--- config.mk ---
export PLATFORM = sky130hd
export DESIGN_NAME = param_counter
export DESIGN_NICKNAME = d
export VERILOG_FILES = /design/src/rtl/param_counter.sv
export SDC_FILE = /design/constraint.sdc
export NUM_CORES = 1
export LEC_CHECK = 0
export CORE_ASPECT_RATIO = 1.5
export CORE_MARGIN = 3
export CORE_UTILIZATION = 45
export DETAILED_ROUTE_END_ITERATION = 16
export PLACE_DENSITY = 0.85
export SLEW_MARGIN = 30
export SYNTH_ARGS = -nofsm -noshare
export SYNTH_HDL_FRONTEND = slang
export SYNTH_SLANG_ARGS = --single-unit
--- constraint.sdc ---
create_clock -name cl -period 1.8 [get_ports cl]
set_clock_uncertainty 0.1 [all_clocks]
set_input_delay 0.18 -clock cl [delete_from_list [all_inputs] [get_ports cl]]
set_output_delay 0.18 -clock cl [all_outputs]
set_load 0.1 [all_outputs]
--- src/rtl/param_counter.sv ---
// param_counter: two-phase (master/slave) up/down counter with a parameterised
// step and either modular wrap or clamping at the range limits.
// The rising edge of cl computes the next value into a stage register.
// The falling edge publishes the stage value on q and the stage flag on wrap.
// Reset takes effect on q and wrap at the rising edge itself.
module param_counter #(
    parameter int              WIDTH    = 16,
    parameter longint unsigned STEP     = 1,
    parameter bit              SATURATE = 1'b0
) (
    input  logic             cl,
    input  logic             rst,
    input  logic             st,
    input  logic [WIDTH-1:0] d,
    input  logic             en,
    input  logic             dn,
    output logic [WIDTH-1:0] q,
    output logic             wrap
);

    // Step widened by one bit so that the carry out of the counter width and
    // the "value below step" test can both be evaluated without truncation.
    localparam logic [WIDTH:0]   StepExt = (WIDTH + 1)'(STEP);
    localparam logic [WIDTH-1:0] MaxVal  = '1;
    localparam logic [WIDTH-1:0] MinVal  = '0;

    // Master stage, written on the rising edge.
    logic [WIDTH-1:0] stage_q;
    logic [WIDTH-1:0] stage_d;
    logic             flag_q;
    logic             flag_d;

    // Set on a rising edge that sampled rst, so the outputs read zero straight
    // away instead of waiting for the falling edge to copy the cleared stage.
    logic             rstHold_q;

    // Slave stage, written on the falling edge.
    logic [WIDTH-1:0] pubVal_q;
    logic             pubWrap_q;

    // Arithmetic candidates for the two count directions.
    logic [WIDTH:0]   sumExt;
    logic [WIDTH-1:0] diffVal;
    logic             overflow;
    logic             underflow;

    assign sumExt    = {1'b0, stage_q} + StepExt;
    assign overflow  = sumExt[WIDTH];
    assign diffVal   = stage_q - StepExt[WIDTH-1:0];
    assign underflow = ({1'b0, stage_q} < StepExt);

    // Next stage value and event flag: load beats count, count beats hold.
    always_comb begin
        stage_d = stage_q;
        flag_d  = 1'b0;
        if (st) begin
            stage_d = d;
            flag_d  = 1'b0;
        end else if (en) begin
            if (!dn) begin
                if (overflow) begin
                    flag_d  = 1'b1;
                    stage_d = SATURATE ? MaxVal : sumExt[WIDTH-1:0];
                end else begin
                    stage_d = sumExt[WIDTH-1:0];
                end
            end else begin
                if (underflow) begin
                    flag_d  = 1'b1;
                    stage_d = SATURATE ? MinVal : diffVal;
                end else begin
                    stage_d = diffVal;
                end
            end
        end
    end

    // Rising edge: capture the next value, or clear everything on reset.
    always_ff @(posedge cl) begin
        if (rst) begin
            stage_q   <= '0;
            flag_q    <= 1'b0;
            rstHold_q <= 1'b1;
        end else begin
            stage_q   <= stage_d;
            flag_q    <= flag_d;
            rstHold_q <= 1'b0;
        end
    end

    // Falling edge: publish the stage so q and wrap only move here.
    always_ff @(negedge cl) begin
        pubVal_q  <= stage_q;
        pubWrap_q <= flag_q;
    end

    // While a reset is held the outputs are forced low; once it releases the
    // slave already holds the cleared stage, so the switch-over is seamless.
    assign q    = rstHold_q ? '0   : pubVal_q;
    assign wrap = rstHold_q ? 1'b0 : pubWrap_q;

endmodule

==> key figures <==
Hold path
  – Hold Path Cell Cnt: 3
  – Hold_sp: d[0]
  – Hold EP: stage_q[0]$_SDFFE_PP0P_
  – Hold Crit Class: in -> reg

Routing
  – DRC errors left: 0
  – WL per Instance: 15.6 um
  – Initial DRC Count: 87
  – Antenna-violating nets left: 0
  – DR vias: 1760
  – Mean number of vias per cell: 5.55
  – Final Routed Wirelength: 4950 um
  – DRT Pass-1 Iters: 5

Timing
  – Setup violators final: 19
  – Worst-margin pin slew: 0.860 ns
  – Setup_tns: -6.39 ns
  – RSZ-0062 raised after global routing: true
  – Final slew viol count: 0
  – Final Hold Violating Endpoints: 0
  – Final setup margin: -0.404 ns
  – Relative slew slack: 0.427

Die
  – Die height: 82.8 um
  – Die Footprint: 4730 um^2
  – Die width: 57.2 um
  – Initial Util: 0.476
  – # IOs: 38
  – Placement Rows: 27
  – Core area: 3720 um^2

Yosys
  – Top-count cell post-synth: dfxtp_1
  – Mapped Nets: 215
  – Number of synthesized flops with an enable pin: 0
  – Yosys top cell by area: dfxtp_1
  – Top FF cell, synth: dfxtp_1
  – Post-synth cell types: 48
  – Yosys warns: 0
  – Synthesized area per cell: 9.21 um^2
  – Post-Syn Instances: 192
  – Synth area leaders: dfxtp_1 (40%), nor2b_1 (6.4%), xnor2_1 (4.0%)
  – Area of the mapped netlist: 1770 um^2
  – Post-synthesis sequential area ratio: 0.396
  – Share of the synthesized area in the top cell type: 0.396
  – Synth cell count leaders: dfxtp_1 (35), nor2b_1 (18), nand2_1 (13), nor2_1 (13)
  – Async SR Flop Fraction: 0
  – #FFs+latches synth: 35

Worst setup path
  – Crit. End Element: output pin
  – Max incr delay on CP: 0.31 ns
  – Worst r2r src: stage_q[4]$_SDFFE_PP0P_
  – CP delay by family, top: flip-flops
  – Crit path buffers/inverters: 1
  – Worst setup startpoint: pubVal_q[1]$_DFF_N_
  – FF-to-FF path depth: 5
  – Largest fanout on the critical path: 1
  – Startpoint types: flop
  – R2R Path End: stage_q[10]$_SDFFE_PP0P_
  – CP arrival: 1.92 ns
  – FF-to-FF setup slack: -0.06 ns
  – Crit path kind: reg -> out
  – Data required, critical path: 1.52 ns
  – Worst path cell trace: nor2b_4 > buf_12
  – Max stage delay cell, worst path: dfxtp_2

Global routing
  – Gr ovfl total: 0
  – Gr usage total: 0.221
  – Largest net degree at the start of global routing: 18
  – Number of global-route vias before repair: 1682
  – Initial antenna violation count: 0
  – First-pass GRT wire length: ~7800 um

Clock network
  – CTS buffer count: 5
  – CTS tree: built
  – Clock Latency Late Sink: 0.30 ns
  – Clock sinks: 35
  – Clock Pin Slew Worst Setup and Hold Paths: ~0.07 ns
  – Root Buffer: clkbuf_8
  – Htree depth: 2
  – CTS Hold Bufs: 0
  – Clock Path Buffers: 2

Layout
  – Nets@finish: 296
  – Multi-input logic area: 1150 um^2
  – Diode count: 0
  – Area Growth Syn to Fin: 65.2%
  – Fillcell total: 242
  – Sequential cell area: roughly 720 um^2
  – Share of cells above drive strength 1: 0.401

Pwr
  – Pwr dens: 765 nW/um^2
  – Leakage: 0.00123 uW
  – Max VDD drop: 0.682 mV

Placed design
  – Detailed placer's ending HPWL: approximately 3600 um
  – IO buf count: 37
  – Final GP Congestion: 0.914
  – Setup WS pre-CTS: -0.253 ns

Run status
  – Status: finished, violations left
  – Failing checks: negative setup slack

Job
  – Max_cap viols: 0
==> per-stage QoR <==
step | std cells | area [um^2] | hold slack, ns | total power (uW) | utilization
2_1_floorplan | 192 | 1900 | 0.108 | 1300 | -
3_3_place_gp | 289 | 2630 | 0.525 | 1520 | 0.707
3_5_place_dp | 289 | 2630 | 0.544 | 1530 | 0.707
4_1_cts | 315 | 2820 | 0.320 | 2220 | 0.759
5_1_grt | 317 | 2920 | 0.356 | 2340 | 0.786
6_report | 317 | 2920 | 0.321 | 2230 | 0.786
==> state kept, by name (all words and copies together), names as in the netlist <==
signal	cells
stage_q	16
flag_q	1
pubWrap_q	1
rstHold_q	1
pubVal_q	16
==> area by class of cell <==
class                           count  share of cell area
Clock inverter                     20              0.0291
Tap cell                           43              0.0184
Clock buffer                        5              0.0236
Timing Repair Buffer               72               0.280
Inverter                            5             0.00643
Sequential cell                    35               0.247
Multi-Input combinational cell    137               0.395
==> timing repair <==
item / in CTS / in global routing
endpoints found under the setup margin: 22 / 28
cloned: 0 / 0
setup buffers: 2 / 2
gates resized for setup: 11 / 18
endpoints found under the hold margin: 0 / 0
pin swaps: 3 / 9
==> cell usage in the layout (no fill, tap or decap), drive strengths merged, types with 3 or more instances in the layout <==
master,instances
a211oi,9
a21oi,6
a22o,3
and3,4
buf,52
clkbuf,5
clkdlybuf4s50,19
dfxtp,35
inv,23
nand2,13
nand3,5
nand4,8
nor2,13
nor2b,18
nor3,5
nor4,6
o21ai,3
o22ai,4
xnor2,8
xor2,6
==> metal layers <==
layer | up-vias | GRT usage | part of all wire
li1 | 841 | - | -
met1 | 848 | 0.223 | 0.36
met2 | 55 | 0.423 | 0.56
met3 | 16 | 0.0420 | 0.049
met4 | 0 | 0.114 | 0.031
met5 | - | 0 | 0
==> power by group <==
part | internal (uW) | switching (uW) | leakage [uW]
logic | 292 | 323 | 0.000809
clock network | 323 | 414 | 0.000131
registers | 835 | 47.3 | 0.000294
total | 1450 | 784 | 0.00123
==> worst max path at each step <==
stage / cells past startpoint / endpoint / slack, ns
floorplan: 1 / q[0] / -0.19
global placement: 6 / stage_q[14]$_SDFFE_PP0P_ / -0.21
detailed placement: 7 / stage_q[5]$_SDFFE_PP0P_ / -0.25
CTS: 2 / q[1] / -0.41
global route: 2 / q[1] / -0.42
finish: 2 / q[1] / -0.40
==> kinds of logic (layout without fill, tap and decap cells) <==
kind of cell             count (synthesis)  after routing  synth area share
AND/OR/NAND/NOR                         87             87             0.295
flip-flops                              35             35             0.396
adder cells (fa/ha/maj)                  2              2            0.0142
multiplexers                             2              2            0.0113
buffers and inverters                   20            102            0.0771
AO/OA/AOI/OAI                           32             32             0.137
XOR/XNOR                                14             14            0.0694
==> worst register-to-register path, stage by stage, from the launching register on <==
cell,delay (ns)
dfxtp_2,0.32
or4_4,0.59
nor3b_4,0.26
a211oi_2,0.10
o31a_1,0.29
nor2_1,0.13
Note: power is estimated with default switching activity, not from simulation.
